<file path="src/rtl/symbol_decoder_pkg.sv">
// Shared definitions for the symbol LUT decoder: default parameters,
// table entry layout and escape FSM states.
package symbol_decoder_pkg;

   localparam int CODE_W_DEF = 8;
   localparam int SYM_W_DEF  = 16;
   localparam int CNT_W_DEF  = 32;

   // Table entry as written through tbl_wdata: {vld, esc, symbol}.
   typedef struct packed {
      logic                 vld;
      logic                 esc;
      logic [SYM_W_DEF-1:0] symbol;
   } lut_entry_t;

   // NORMAL decodes through the table; ESC passes the next code through raw.
   typedef enum logic {
      ST_NORMAL = 1'b0,
      ST_ESC    = 1'b1
   } esc_state_t;

endpackage

</file>
<file path="src/rtl/symbol_lut_ram.sv">
// Decode table storage: one synchronous write port, one synchronous
// read port with read-before-write behaviour. Only the vld bits are
// reset; esc and symbol fields come up undefined until programmed.
module symbol_lut_ram
   import symbol_decoder_pkg::*;
#(
   parameter int AW = CODE_W_DEF,
   parameter int DW = SYM_W_DEF
) (
   input  logic          clk,
   input  logic          reset_n,
   input  logic          we,
   input  logic [AW-1:0] wr_addr,
   input  logic [DW+1:0] wr_data,
   input  logic          rd_en,
   input  logic [AW-1:0] rd_addr,
   output logic [DW+1:0] rd_data
);

   localparam int DEPTH = 2 ** AW;

   logic [DW:0]      mem [DEPTH];
   logic [DEPTH-1:0] vld_q;
   logic [DW:0]      rd_payload;
   logic             rd_vld;

   // Payload array and its read register; the read sees the pre-write contents.
   always_ff @(posedge clk) begin
      if (we) begin
         mem[wr_addr] <= wr_data[DW:0];
      end
      if (rd_en) begin
         rd_payload <= mem[rd_addr];
      end
   end

   // Valid bits live in resettable flops so a reset empties the table.
   always_ff @(posedge clk or negedge reset_n) begin
      if (!reset_n) begin
         vld_q  <= '0;
         rd_vld <= 1'b0;
      end else begin
         if (we) begin
            vld_q[wr_addr] <= wr_data[DW+1];
         end
         if (rd_en) begin
            rd_vld <= vld_q[rd_addr];
         end
      end
   end

   assign rd_data = {rd_vld, rd_payload};

endmodule

</file>
<file path="src/rtl/symbol_lut_decoder.sv">
// Two-stage table-driven symbol decoder with an escape mechanism.
// S1 holds the code and its table entry (the RAM read register is the
// S1 entry register); S2 runs the escape FSM and holds the outputs.
module symbol_lut_decoder
   import symbol_decoder_pkg::*;
#(
   parameter int CODE_W = CODE_W_DEF,
   parameter int SYM_W  = SYM_W_DEF,
   parameter int CNT_W  = CNT_W_DEF
) (
   input  logic              clk,
   input  logic              reset_n,
   input  logic              flush,
   input  logic              in_valid,
   output logic              in_ready,
   input  logic [CODE_W-1:0] in_code,
   input  logic              tbl_we,
   input  logic [CODE_W-1:0] tbl_addr,
   input  logic [SYM_W+1:0]  tbl_wdata,
   output logic              out_valid,
   input  logic              out_ready,
   output logic [SYM_W-1:0]  out_symbol,
   output logic              out_raw,
   output logic              out_err,
   output logic [CNT_W-1:0]  sym_count,
   output logic [15:0]       err_count
);

   logic              s1_valid;
   logic [CODE_W-1:0] s1_code;
   logic [SYM_W+1:0]  s1_entry;
   logic              s1_advance;
   logic              s2_advance;
   logic              accept;
   logic              take;
   logic              fire;
   esc_state_t        state_q;
   esc_state_t        state_d;
   logic              dec_emit;
   logic [SYM_W-1:0]  dec_symbol;
   logic              dec_raw;
   logic              dec_err;

   // Raw escaped codes are zero-extended, or truncated when wider than a symbol.
   function automatic logic [SYM_W-1:0] raw_symbol(input logic [CODE_W-1:0] code);
      return SYM_W'(code);
   endfunction

   assign s2_advance = !out_valid || out_ready;
   assign s1_advance = !s1_valid || s2_advance;
   assign in_ready   = s1_advance && !flush;
   assign accept     = in_valid && in_ready;
   assign take       = s2_advance && s1_valid;
   assign fire       = out_valid && out_ready;

   // ---- Stage 1: capture code and look up its entry ----
   symbol_lut_ram #(
      .AW (CODE_W),
      .DW (SYM_W)
   ) u_ram (
      .clk     (clk),
      .reset_n (reset_n),
      .we      (tbl_we),
      .wr_addr (tbl_addr),
      .wr_data (tbl_wdata),
      .rd_en   (s1_advance),
      .rd_addr (in_code),
      .rd_data (s1_entry)
   );

   // S1 occupancy; flush empties it on the next edge.
   always_ff @(posedge clk or negedge reset_n) begin
      if (!reset_n) begin
         s1_valid <= 1'b0;
      end else if (flush) begin
         s1_valid <= 1'b0;
      end else if (s1_advance) begin
         s1_valid <= accept;
      end
   end

   // S1 code register, held while the stage is stalled.
   always_ff @(posedge clk) begin
      if (s1_advance) begin
         s1_code <= in_code;
      end
   end

   // ---- Stage 2: escape FSM decode decision and output registers ----
   // Next-state and decode result for the item currently in S1.
   always_comb begin
      state_d    = state_q;
      dec_emit   = 1'b0;
      dec_symbol = '0;
      dec_raw    = 1'b0;
      dec_err    = 1'b0;
      case (state_q)
         ST_NORMAL: begin
            if (!s1_entry[SYM_W+1]) begin
               dec_emit = 1'b1;
               dec_err  = 1'b1;
            end else if (!s1_entry[SYM_W]) begin
               dec_emit   = 1'b1;
               dec_symbol = s1_entry[SYM_W-1:0];
            end else begin
               state_d = ST_ESC;
            end
         end
         ST_ESC: begin
            dec_emit   = 1'b1;
            dec_raw    = 1'b1;
            dec_symbol = raw_symbol(s1_code);
            state_d    = ST_NORMAL;
         end
         default: begin
            state_d = ST_NORMAL;
         end
      endcase
   end

   // Escape state only moves when S2 actually consumes an item.
   always_ff @(posedge clk or negedge reset_n) begin
      if (!reset_n) begin
         state_q <= ST_NORMAL;
      end else if (flush) begin
         state_q <= ST_NORMAL;
      end else if (take) begin
         state_q <= state_d;
      end
   end

   // Output register: loads on an emitting take, holds while stalled.
   always_ff @(posedge clk or negedge reset_n) begin
      if (!reset_n) begin
         out_valid  <= 1'b0;
         out_symbol <= '0;
         out_raw    <= 1'b0;
         out_err    <= 1'b0;
      end else if (flush) begin
         out_valid <= 1'b0;
      end else if (s2_advance) begin
         out_valid <= s1_valid && dec_emit;
         if (s1_valid && dec_emit) begin
            out_symbol <= dec_symbol;
            out_raw    <= dec_raw;
            out_err    <= dec_err;
         end
      end
   end

   // Accepted-output counters; the error counter sticks at all-ones.
   always_ff @(posedge clk or negedge reset_n) begin
      if (!reset_n) begin
         sym_count <= '0;
         err_count <= '0;
      end else if (fire) begin
         sym_count <= sym_count + CNT_W'(1);
         if (out_err && (err_count != 16'hFFFF)) begin
            err_count <= err_count + 16'd1;
         end
      end
   end

endmodule

</file>
<file path="config.mk">
export PLATFORM = sky130hd
export DESIGN_NAME = symbol_lut_decoder
export DESIGN_NICKNAME = d
export VERILOG_FILES = /design/src/rtl/symbol_decoder_pkg.sv /design/src/rtl/symbol_lut_ram.sv /design/src/rtl/symbol_lut_decoder.sv
export SDC_FILE = /design/constraint.sdc
export NUM_CORES = 2
export LEC_CHECK = 0
export ABC_AREA = 0
export BUFFER_PORTS_ARGS = -buffer_cell sky130_fd_sc_hd__buf_2
export CAP_MARGIN = 25
export CORE_ASPECT_RATIO = 0.6
export CORE_UTILIZATION = 45
export DETAILED_ROUTE_END_ITERATION = 8
export PLACE_DENSITY_LB_ADDON = 0.3
export SLEW_MARGIN = 20
export SYNTH_ARGS = -nofsm -noshare
export SYNTH_HDL_FRONTEND = slang
export SYNTH_MEMORY_MAX_BITS = 65536
export SYNTH_SLANG_ARGS = --single-unit
</file>
<file path="constraint.sdc">
create_clock -name clk -period 4.95 [get_ports clk]
set_clock_uncertainty 0.05 [all_clocks]
set_input_delay 0.2475 -clock clk [delete_from_list [all_inputs] [get_ports clk]]
set_output_delay 0.2475 -clock clk [all_outputs]
set_load 0.05 [all_outputs]
</file>
==> results.cfg <==
[hold_path]
hp-class = input port to flip-flop
hold_path.startpoint = tbl_wdata[12]
hold_end = u_ram.mem[136][12]
hold_depth = 1

[worst_setup_path]
worstPathRequired_ns = 5.55
path_class = input port to flip-flop
crit_path_start_kind = input port
path_max_fanout = 31
r2r_slack_ns = 1.22
ff2ff_path_depth = 6
reg2reg_from = u_ram.mem[12][8]
timing.rr.end = u_ram.rd_payload[8]
critPathArrivalTime_ns = 4.77
end_kind = flip-flop

[synthesis]
yosysWarnings = 0
synthTopCellsByCount = edfxtp_1 (4377), mux4_2 (1415), dfrtp_1 (326)
ys_ff_latch = 4703
synth_edf_count = 4377
synth_cell_types = 50
synthesis.nets = 7747
ys.flop_type = edfxtp_1
synthArstFlopShare_pct = 6.932
synthCells = 7705
synth_area_leader_cell = edfxtp_1
yosysSeqAreaShare_pct = 77.04
netlist_area_sq_mm = 0.1812
yosysMostFrequentCell = edfxtp_1
yosysTopAreaCellShare_pct = 72.54
ys_top_cells_by_area = edfxtp_1 (73%), mux4_2 (18%), dfrtp_1 (4.5%)
syn_avg_cell_area_sq_um = 23.52

[timing]
max_freq_ghz = 0.2401
hold_violations = 0
slew_viol_final = 0
fin_crit_sh_pct = 84.15
min_period_ns = 4.165
setup-tns-final_ns = 0
setup_viol = 0
slew_headroom_pct = 16.41
worst_pin_slew_ns = 1.254
rsz0062_at_grt = false

[cells_and_area]
multi_input_area_sq_mm = 0.04034
nets = 8406
areaGrowthSynthToFinish_pct = 13.42
layout-drive-gt1-share_pct = 36.49
fill_cells = 30660
stdcell_count = 14080
regArea_sq_mm = 0.1396

[placement]
dp_cells = 13300
place_congestion = 0.8444
post-dp-hpwl_mm = 288.5
io_buffers = 107

[clock_network]
clkSinkCount = 4703
cts_tree = built
cts_root_buffer = clkbuf_16
cts_resized = 0
htree_levels = 5
clockBufferDepth = 4
postCtsSetupBuffers = 0
cts_buffers = 395
clock_latency_ns = 0.96
clkTransAtPathRegs_ns = 0.07
cts.hold.buffers_added = 34

[global_routing]
grt_max_degree = 170
grt_pass1_vias = 87110
grt-ovfl-total = 0
grt_pass1_wl_mm = 681.1
grt.total_usage_pct = 23.65
antenna_found_initial = 48

[floorplanning]
dieWidth_um = 821.2
core_sq_mm = 0.4009
die-area_sq_mm = 0.4053
die_y_um = 493.5
start_util_pct = 45.20
num_io_pins = 108
row_count = 180

[pwr]
p_seq_share_pct = 55.3
cellLeakagePower_nw = 65.89
finalPower_mw = 79.36
p_per_area_mw_per_mm2 = 386.1
p_int_mw = 62.12
swShare_pct = 21.72
power.switching_mw = 17.24
combPwrFrac_pct = 5.8
clockPowerShare_pct = 39.0
ir_drop_uv = 316.5

[status]
run_status = complete, no violations

[route]
wl_per_cell_um = 34.58
dr_total_vias = 88630
vias_per_cell = 6.297
drtPass1Iterations = 6
routed_wl_mm = 486.7
drt_iter0_markers = 13840
drcViolationCount = 0
ant_nets = 0

[job]
maxCapViolCount = 0
==> layer usage <==
metal / share of wire [%] / GRT usage (%) / wire length, um
met4: 2.5 / 5.639 / 12370
met5: 0.024 / 0 / 119
met1: 42 / 36.88 / 203800
met3: 12 / 6.311 / 59730
met2: 43 / 33.49 / 210700
==> worst max-delay path by stage <==
stage	startpoint	to	depth (start not counted)
2_1_floorplan	in_code[0]	u_ram.rd_payload[3]	8
3_3_place_gp	in_code[0]	u_ram.rd_payload[5]	9
3_5_place_dp	in_code[0]	u_ram.rd_payload[8]	9
4_1_cts	in_code[4]	u_ram.rd_payload[8]	9
5_1_grt	in_code[4]	u_ram.rd_payload[8]	9
6_report	in_code[4]	u_ram.rd_payload[7]	9
==> area by class of cell <==
| class | instances | area share, % |
|---|---|---|
| sequential | 4703 | 67.92 |
| multi-input combinational | 2555 | 19.63 |
| clock buffer | 519 | 5.325 |
| tap | 5369 | 3.269 |
| timing repair buffer | 702 | 3.046 |
| clock inverter | 206 | 0.7744 |
| antenna | 14 | 0.01705 |
| inverter | 7 | 0.01644 |
==> flip-flops by register name (all words and copies together), names as in the netlist <==
name              flops
err_count            16
out_err               1
out_raw               1
out_symbol           16
out_valid             1
s1_code               8
s1_valid              1
state_q               1
sym_count            32
u_ram.mem          4352
u_ram.rd_payload     17
u_ram.rd_vld          1
u_ram.vld_q         256
==> placed cells by master (no fill, tap or decap), drive strengths merged, types with 11 or more instances in the layout <==
cell         instances
o21ai               57
edfxtp            4377
xnor2               33
dfrtp              326
a22oi               93
inv                 16
mux2               272
dlygate4sd3         35
nand4               19
nor2               286
nand2              132
bufinv              22
a22o                68
buf                655
o22ai               11
nand3               55
clkbuf             531
mux4              1415
a21oi               14
nor2b               14
clkinv             165
xor2                13
diode               14
==> per-stage QoR <==
| step | hold WS [ns] | setup slack [ns] | utilization [%] | cell area (sq um) |
|---|---|---|---|---|
| 3_5_place_dp | 0.1990 | -0.03752 | 48.02 | 192500 |
| 5_1_grt | 0.03105 | 0.7208 | 51.26 | 205500 |
| 6_report | 0.01065 | 0.7847 | 51.27 | 205500 |
| 2_1_floorplan | -0.09809 | 2.119 | - | 181200 |
| 4_1_cts | 0.008222 | 0.8291 | 51.23 | 205400 |
| 3_3_place_gp | 0.1889 | -0.1195 | 48.01 | 192500 |
==> kinds of logic (layout without fill, tap and decap cells) <==
kind of cell,after synthesis,after routing,share of synthesized area (%)
AOI/OAI and AO/OA,268,268,1.059
other,0,14,0
DFF,4703,4703,77.04
and+or+nand+nor,547,547,1.277
buffers and inverters,447,1434,1.083
adders and majority gates,2,2,0.01381
xor gates and xnor gates,46,46,0.2223
muxes,1692,1692,19.31
==> worst max-delay path, stage by stage <==
cell           delay (ns)
dlygate4sd3_1        0.53
buf_2                0.33
inv_8                0.58
buf_12               0.39
mux4_2               0.64
a22oi_1              0.84
nand2_1              0.43
a22oi_1              0.51
nand3_1              0.15
==> power groups by stage <==
stage	combinational (mW)	sequential, mW	clock (mW)
6_report	4.58	43.9	30.9
5_1_grt	4.77	43.9	32.7
4_1_cts	4.57	43.9	31.2
3_3_place_gp	4.44	44.7	0
3_5_place_dp	4.53	44.7	0
2_1_floorplan	2.23	44.8	0
Note: power is estimated with default switching activity, not from simulation.
